`src/rtl/icache_line_refill.sv`:
```
// icache_line_refill: fetches a 4-word instruction line over a req/ack port and presents it as one 128-bit fill.
// Define ICACHE_REFILL_CWF_EN to fetch the missed word first and pulse crit_valid with it.
module icache_line_refill #(
    parameter int TIMEOUT_CYC = 255
) (
    input  logic         clk,
    input  logic         rst_n,
    input  logic         miss_req,
    input  logic [31:0]  miss_addr,
    output logic         busy,
    output logic         mem_req,
    output logic [31:0]  mem_addr,
    input  logic         mem_ack,
    input  logic [31:0]  mem_rdata,
    output logic         fill_valid,
    output logic [127:0] fill_line,
    output logic [31:0]  fill_addr,
    output logic         crit_valid,
    output logic [31:0]  crit_word,
    output logic         refill_err
);
    typedef enum logic [1:0] {IDLE, FETCH, DONE} state_t;
    localparam logic [7:0] TMO_LAST = 8'(TIMEOUT_CYC - 1);
    state_t      r_state;
    logic [27:0] r_base;
    logic [1:0]  r_w;
    logic [1:0]  r_n;
    logic [7:0]  r_tmo;
    logic [1:0]  w_start;
    logic [6:0]  w_lsb;
    logic        w_unused;
    assign w_unused = ^miss_addr[3:0];
    assign busy     = r_state != IDLE;
    assign mem_addr = {r_base, r_w, 2'b00};
    // slot k sits at [127-32k -: 32], i.e. its lsb is 32*(3-k) = {~k, 5'b0}
    assign w_lsb    = {~r_w, 5'b0};
`ifdef ICACHE_REFILL_CWF_EN
    logic        r_crit_valid;
    logic [31:0] r_crit_word;
    assign w_start    = miss_addr[3:2];
    assign crit_valid = r_crit_valid;
    assign crit_word  = r_crit_word;
`else
    assign w_start    = 2'd0;
    assign crit_valid = 1'b0;
    assign crit_word  = 32'd0;
`endif
    always_ff @(posedge clk) begin
        if (!rst_n) begin
            r_state    <= IDLE;
            r_base     <= '0;
            r_w        <= '0;
            r_n        <= '0;
            r_tmo      <= '0;
            mem_req    <= 1'b0;
            fill_valid <= 1'b0;
            fill_line  <= '0;
            fill_addr  <= '0;
            refill_err <= 1'b0;
`ifdef ICACHE_REFILL_CWF_EN
            r_crit_valid <= 1'b0;
            r_crit_word  <= '0;
`endif
        end else begin
            fill_valid <= 1'b0;
            refill_err <= 1'b0;
`ifdef ICACHE_REFILL_CWF_EN
            r_crit_valid <= 1'b0;
`endif
            case (r_state)
                IDLE: if (miss_req) begin
                    r_base  <= miss_addr[31:4];
                    r_w     <= w_start;
                    r_n     <= '0;
                    r_tmo   <= '0;
                    mem_req <= 1'b1;
                    r_state <= FETCH;
                end
                FETCH: if (mem_ack) begin
                    fill_line[w_lsb +: 32] <= mem_rdata;
                    r_w   <= r_w + 2'd1;
                    r_n   <= r_n + 2'd1;
                    r_tmo <= '0;
`ifdef ICACHE_REFILL_CWF_EN
                    if (r_n == 2'd0) begin
                        r_crit_valid <= 1'b1;
                        r_crit_word  <= mem_rdata;
                    end
`endif
                    if (r_n == 2'd3) begin
                        mem_req    <= 1'b0;
                        fill_valid <= 1'b1;
                        fill_addr  <= {r_base, 4'b0};
                        r_state    <= DONE;
                    end
                end else if (r_tmo == TMO_LAST) begin
                    mem_req    <= 1'b0;
                    refill_err <= 1'b1;
                    r_state    <= IDLE;
                end else begin
                    r_tmo <= r_tmo + 8'd1;
                end
                default: r_state <= IDLE;
            endcase
        end
    end
endmodule

```
`config.mk`:
```
export PLATFORM = sky130hd
export DESIGN_NAME = icache_line_refill
export DESIGN_NICKNAME = d
export VERILOG_FILES = /design/src/rtl/icache_line_refill.sv
export SDC_FILE = /design/constraint.sdc
export NUM_CORES = 1
export LEC_CHECK = 0
export CORE_MARGIN = 2
export CORE_UTILIZATION = 45
export DETAILED_ROUTE_END_ITERATION = 16
export GPL_TIMING_DRIVEN = 0
export PLACE_DENSITY_LB_ADDON = 0.08
export SYNTH_ARGS = -nofsm -noshare
export SYNTH_HDL_FRONTEND = slang
export SYNTH_SLANG_ARGS = --single-unit
```
`constraint.sdc`:
```
create_clock -name clk -period 5.1 [get_ports clk]
set_clock_uncertainty 0.2 [all_clocks]
set_input_delay 0.51 -clock clk [delete_from_list [all_inputs] [get_ports clk]]
set_output_delay 0.51 -clock clk [all_outputs]
set_load 0.02 [all_outputs]
```
==> results of run 1 <==
## through the flow
stage               instances  setup slack, ns  hold WS, ns  total power [W]
global placement         1489             2.48        0.236          0.00201
finish                   1523             2.45        0.246          0.00353
global route             1523             2.22        0.265          0.00365
floorplan                1003             2.92        0.245          0.00185
CTS                      1523             2.46        0.249          0.00355
detailed placement       1489             2.49        0.241          0.00201
## registers in the layout, indices dropped and copies added (netlist names)
| signal | count |
|---|---|
| fill_line | 128 |
| mem_req | 1 |
| fill_addr | 28 |
| r_w | 2 |
| r_state | 2 |
| r_tmo | 8 |
| refill_err | 1 |
| r_n | 2 |
| fill_valid | 1 |
| r_base | 28 |
## per-layer routing
metal  vias to the layer above  track usage, %  share of wire [%]  routed length, um
met1                      3548            33.0                 45              11300
met3                        38            4.89                6.9               1730
met2                       258            40.2                 46              11500
li1                       3780               -                  -                  -
met5                         -               0                  0                  0
met4                         0            7.26                2.4                614
## worst min-delay path, cell delays in order, from the launching register on
cell and delay (ns):
dfxtp_1 0.30, nand2_1 0.05, a21boi_1 0.05
## kinds of logic after synthesis
logic type	after synthesis	share of synthesized area [%]
AND/OR/NAND/NOR	420	22.2
AO/OA/AOI/OAI	210	19.5
flip-flops	201	47.7
buffers and inverters	122	9.08
adder cells (fa/ha/maj)	8	1.19
XOR/XNOR	2	0.208
other	1	0.0444
multiplexers	1	0.119
## where the power goes
part           internal, W  switching [W]  total (W)
Combinational     0.000163       0.000200   0.000364
Sequential         0.00160      0.0000193    0.00162
Clock             0.000919       0.000631    0.00155
Total              0.00268       0.000851    0.00353
## cell usage in the layout (no fill, tap or decap), types with 2 or more instances in the layout
cell | Yosys | layout
a21oi_1 | 5 | 5
and3_1 | 2 | 2
and3_2 | 2 | 2
buf_12 | 2 | 2
a21o_1 | 3 | 3
o31ai_1 | 3 | 3
o2111ai_1 | 2 | 2
dfxtp_1 | 201 | 201
clkbuf_1 | 32 | 34
nor3b_1 | 2 | 2
a21boi_1 | 90 | 90
nand4_1 | 3 | 3
nor2_1 | 7 | 7
buf_2 | 26 | 26
buf_4 | 48 | 48
clkdlybuf4s50_1 | 0 | 252
and2_2 | 2 | 2
o2bb2ai_1 | 2 | 2
nand2_1 | 241 | 241
clkbuf_16 | 0 | 23
nand3_1 | 134 | 134
a21boi_0 | 78 | 78
a21boi_2 | 20 | 20
clkbuf_8 | 0 | 4
ha_1 | 8 | 8
inv_1 | 5 | 5
nand2_2 | 12 | 12
conb_1 | 1 | 39
and2_1 | 4 | 4
o22a_1 | 2 | 2
buf_6 | 7 | 7
clkinv_2 | 0 | 3
## path summary, 6_finish.rpt
path	start	end	slack, ns
worst max-delay path	r_w[0]$_SDFFE_PN0P_	fill_line[123]$_SDFFE_PN0P_	2.45
worst min-delay path	fill_line[120]$_SDFFE_PN0P_	fill_line[120]$_SDFFE_PN0P_	0.25
worst max register to register	r_w[0]$_SDFFE_PN0P_	fill_line[123]$_SDFFE_PN0P_	2.45
worst min register to register	fill_line[120]$_SDFFE_PN0P_	fill_line[120]$_SDFFE_PN0P_	0.25
## cell type report
class / instances / area [um2]
buffer: 116 / 744
sequential: 201 / 4020
timing repair buffer: 252 / 2520
multi-input combinational: 680 / 3790
clock inverter: 5 / 52.6
fill: 1615 / 6490
clock buffer: 29 / 638
inverter: 6 / 22.5
tap: 234 / 293
==> impl_metrics.env, run 1 <==
export IMPL_dieWidth_um=141
export IMPL_drt_pass1_iterations=5
export IMPL_tns_ns=0
export IMPL_numClockSinks=201
export IMPL_cp_start_kind="flip-flop"
export IMPL_hp_class="flip-flop to flip-flop"
export IMPL_leakagePower_nw=4.36
export IMPL_synth_cell_area_um2=8440
export IMPL_gp_congestion=0.803
export IMPL_yosysMostFrequentCell="nand2_1"
export IMPL_maxCapViolCount=0
export IMPL_die_area_um2=19900
export IMPL_final_setup_viol_count=0
export IMPL_wl_um=25100
export IMPL_io_pins=297
export IMPL_hold_viol_final=0
export IMPL_critical_path_arrival_ns=2.88
export IMPL_final_nets=1355
export IMPL_synth_cell_types=49
export IMPL_path_clk_slew_ns=0.06
export IMPL_drc_errors=0
export IMPL_synthFlopType="dfxtp_1"
export IMPL_cts_setup_buffers=0
export IMPL_grt_max_degree=14
export IMPL_yosysSeqAreaShare_pct=47.7
export IMPL_cts_path_max_buffers=3
export IMPL_yosysWarnings=0
export IMPL_root_buffer="clkbuf_16"
export IMPL_overflow=0
export IMPL_netlist_top_cell_by_area="dfxtp_1"
export IMPL_path_depth=6
export IMPL_insertion_delay_ns=0.50
export IMPL_grt_pass1_vias=7181
export IMPL_outcome="completed"
export IMPL_synth_edf_count=0
export IMPL_cpPeakStageDelay_ns=0.61
export IMPL_relSlewSlack_pct=49.6
export IMPL_cp_slowest_cell="nor3_1"
export IMPL_synth_area_leaders="dfxtp_1 48%, nand2_1 11%, a21boi_1 8.0%, nand3_1 7.9%, a21boi_0 6.9%"
export IMPL_drtAntennaViolNets=0
export IMPL_cp_required_ns=5.33
export IMPL_start_util_pct=45.4
export IMPL_reg2reg_depth=6
export IMPL_place_area_um2=11400
export IMPL_crit_type="flip-flop to flip-flop"
export IMPL_insertedDiodeCount=0
export IMPL_final_max_slew_violation_count=0
export IMPL_crit_chain="inv_2 -> ha_1 -> nor3_1 -> clkbuf_1 -> nand3_1 -> a21boi_1"
export IMPL_antenna_found_initial=0
export IMPL_cts_buffers=22
export IMPL_finalCritPeriodShare_pct=52.0
export IMPL_drive_gt1_share_pct=12.4
export IMPL_synth_common_cells="241 x nand2_1, 201 x dfxtp_1, 134 x nand3_1"
export IMPL_fin_area_um2=12100
export IMPL_die_h_um=141
export IMPL_cts_tree="yes"
export IMPL_coreArea_um2=18600
export IMPL_synth_async_reset_ratio_pct=0
export IMPL_rows=50
export IMPL_post_route_util_pct=65.1
export IMPL_cpLargestDelayFamily="simple AND/OR/NAND/NOR gates"
export IMPL_hold_buffers=0
export IMPL_end_kind="flip-flop"
export IMPL_ys_ff_latch=201
export IMPL_vias_per_cell=5.01
export IMPL_ir_drop_mv=0.232
export IMPL_cellPowerDensity_nw_per_um2=292
export IMPL_drt_first_iter_violations=430
export IMPL_grt_pass1_wl_um=39100
export IMPL_routedWlPerCell_um=16.5
export IMPL_syn_inst=965
export IMPL_postCtsResizedCells=0
export IMPL_postSynthAreaPerCell_um2=8.75
export IMPL_grt_total_usage_pct=24.5
export IMPL_vias=7624
export IMPL_period_minus_slack_ns=2.65
export IMPL_syn2layout_area_growth_pct=43.2
export IMPL_rsz0062_at_grt="no"
export IMPL_post_dp_hpwl_um=18500
export IMPL_hold_depth=2
export IMPL_cp_num_buf_inv=2
export IMPL_fmax_mhz=377
export IMPL_tightest_slew_ns=0.754
export IMPL_crit_fanout=10
export IMPL_htreeDepth=1
export IMPL_port_buffers=252
export IMPL_synth_top_area_share_pct=47.7
Note: power is estimated with default switching activity, not from simulation.
==> run 2: changes to the inputs <==
clock period = 2.65 ns   (was 5.1 ns; I/O delays follow)
==> run 2 against run 1 <==
Against the previous run: register-to-register slack worse by 2.3 ns; die area is the same; fmax rose by 6.7%; non-clock buffer count unchanged; combinational power up 93%; sequential share of layout area about the same; routed wire length about the same; critical path depth did not move; critical path type unchanged; hold slack worse by 0.12 ns; sequential power up 92%; design area increased by 0.14%.
==> impl_metrics.env, run 2 (same netlist as run 1, synthesis figures left out) <==
export IMPL_p_total_w=0.00679
export IMPL_top_register="fill_line"
export IMPL_leakagePower_nw=4.38
export IMPL_period_minus_slack_ns=2.48
export IMPL_cp_slowest_cell="dfxtp_1"
export IMPL_r2r_start="r_w[0]$_SDFFE_PN0P_"
export IMPL_final_cell_mix="252 x clkdlybuf4s50_1, 241 x nand2_1, 201 x dfxtp_1, 134 x nand3_1, 90 x a21boi_1"
export IMPL_drtAntennaViolNets=0
export IMPL_tightest_slew_ns=0.694
export IMPL_final_max_slew_violation_count=0
export IMPL_routedWlPerCell_um=16.5
export IMPL_hold_buffers=0
export IMPL_end_kind="flip-flop"
export IMPL_grt_pass1_vias=7181
export IMPL_tns_ns=0
export IMPL_port_buffers=252
export IMPL_die_h_um=141
export IMPL_cp_required_ns=2.87
export IMPL_cp_start_kind="flip-flop"
export IMPL_insertedDiodeCount=0
export IMPL_final_setup_viol_count=0
export IMPL_fmax_mhz=403
export IMPL_cts_setup_buffers=0
export IMPL_die_area_um2=19900
export IMPL_maxCapViolCount=0
export IMPL_dieWidth_um=141
export IMPL_hp_class="input port to flip-flop"
export IMPL_place_inst=1489
export IMPL_antenna_found_initial=0
export IMPL_grt_pass1_wl_um=39100
export IMPL_crit_fanout=10
export IMPL_path_clk_slew_ns=0.06
export IMPL_gp_congestion=0.803
export IMPL_cellPowerDensity_nw_per_um2=561
export IMPL_drt_pass1_iterations=5
export IMPL_htreeDepth=1
export IMPL_overflow=0
export IMPL_outcome="completed"
export IMPL_vias=7597
export IMPL_final_common_cell="clkdlybuf4s50_1"
export IMPL_reg_largest_list="fill_line x128, fill_addr x28, r_base x28"
export IMPL_crit_type="flip-flop to flip-flop"
export IMPL_drc_errors=0
export IMPL_rows=50
export IMPL_wl_um=25100
export IMPL_finalNonFillerCells=1523
export IMPL_syn2layout_area_growth_pct=43.4
export IMPL_cts_path_max_buffers=3
export IMPL_largest_register_ffs=128
export IMPL_rsz0062_at_grt="no"
export IMPL_coreArea_um2=18600
export IMPL_vias_per_cell=4.99
export IMPL_critical_path_arrival_ns=2.71
export IMPL_cp_startpoint="r_w[0]$_SDFFE_PN0P_"
export IMPL_numClockSinks=201
export IMPL_fin_ws_ns=0.166
export IMPL_grt_max_degree=14
export IMPL_grt_total_usage_pct=24.5
export IMPL_insertion_delay_ns=0.50
export IMPL_io_pins=297
export IMPL_cts_buffers=22
export IMPL_drt_first_iter_violations=389
export IMPL_cts_tree="yes"
export IMPL_hold_viol_final=0
export IMPL_post_dp_hpwl_um=18500
export IMPL_final_nets=1355
export IMPL_crit_chain="inv_2 -> ha_1 -> nor3b_2 -> clkbuf_1 -> nand3_1 -> a21boi_1"
export IMPL_ir_drop_mv=0.446
export IMPL_drive_gt1_share_pct=13.0
export IMPL_start_util_pct=45.4
export IMPL_dp_slack_ns=0.0350
export IMPL_cpPeakStageDelay_ns=0.55
export IMPL_root_buffer="clkbuf_16"
export IMPL_finalCritPeriodShare_pct=93.8
export IMPL_relSlewSlack_pct=53.7
export IMPL_hold_path_startpoint="miss_addr[30]"
run 2: cell count changes in the layout (fill, tap and decap cells not counted):
cell,change
nor2_2,+1
nor2_1,-1
nor3b_1,-1
clkbuf_2,+4
clkbuf_1,-4
nor3_1,-1
nor3b_2,+1
nor3_2,+1
run 2: what timing repair did:
item	CTS	global route
setup endpoints to repair	0	89
resized for setup	0	11
hold endpoints to repair	0	0
run 2: layout make-up:
| class | instances | area [um2] |
|---|---|---|
| fill | 1610 | 6470 |
| sequential | 201 | 4020 |
| multi-input combinational | 680 | 3810 |
| timing repair buffer | 252 | 2520 |
| buffer | 116 | 749 |
| clock buffer | 29 | 638 |
| tap | 234 | 293 |
| clock inverter | 5 | 52.6 |
| inverter | 6 | 22.5 |
run 2: power breakdown:
group | internal [W] | total [W] | switching, W
clock | 0.00177 | 0.00298 | 0.00121
sequential | 0.00307 | 0.00311 | 0.0000380
combinational | 0.000316 | 0.000702 | 0.000386
total | 0.00516 | 0.00679 | 0.00163
run 2: routing by layer:
metal | up-vias | wire, um | global-route usage (%)
met4 | 0 | 614 | 7.26
met5 | - | 0 | 0
met2 | 236 | 11500 | 40.2
met1 | 3541 | 11400 | 33.0
met3 | 38 | 1620 | 4.89
li1 | 3782 | - | -
run 2: final timing paths:
check             cells after the start  slack, ns                           to
setup / recovery                      6       0.17   fill_line[23]$_SDFFE_PN0P_
hold / removal                        3       0.13      r_base[26]$_SDFFE_PN0P_
setup reg to reg                      6       0.17   fill_line[23]$_SDFFE_PN0P_
hold reg to reg                       2       0.25  fill_line[120]$_SDFFE_PN0P_
run 2: worst max-delay path: cells and delay by family, from the launching register on:
family	cells	cell delay, ns
adder cells (fa/ha/maj)	1	0.40
AO/OA/AOI/OAI	1	0.16
flip-flops	1	0.55
AND/OR/NAND/NOR	2	0.59
buffers and inverters	2	0.51
run 2: through the flow:
step / hold slack [ns] / utilization, % / cell area (um2)
2_1_floorplan: 0.210 / - / 8590
3_3_place_gp: 0.236 / 61.4 / 11400
3_5_place_dp: 0.241 / 61.4 / 11400
4_1_cts: 0.108 / 65.1 / 12100
5_1_grt: 0.127 / 65.2 / 12100
6_report: 0.125 / 65.2 / 12100
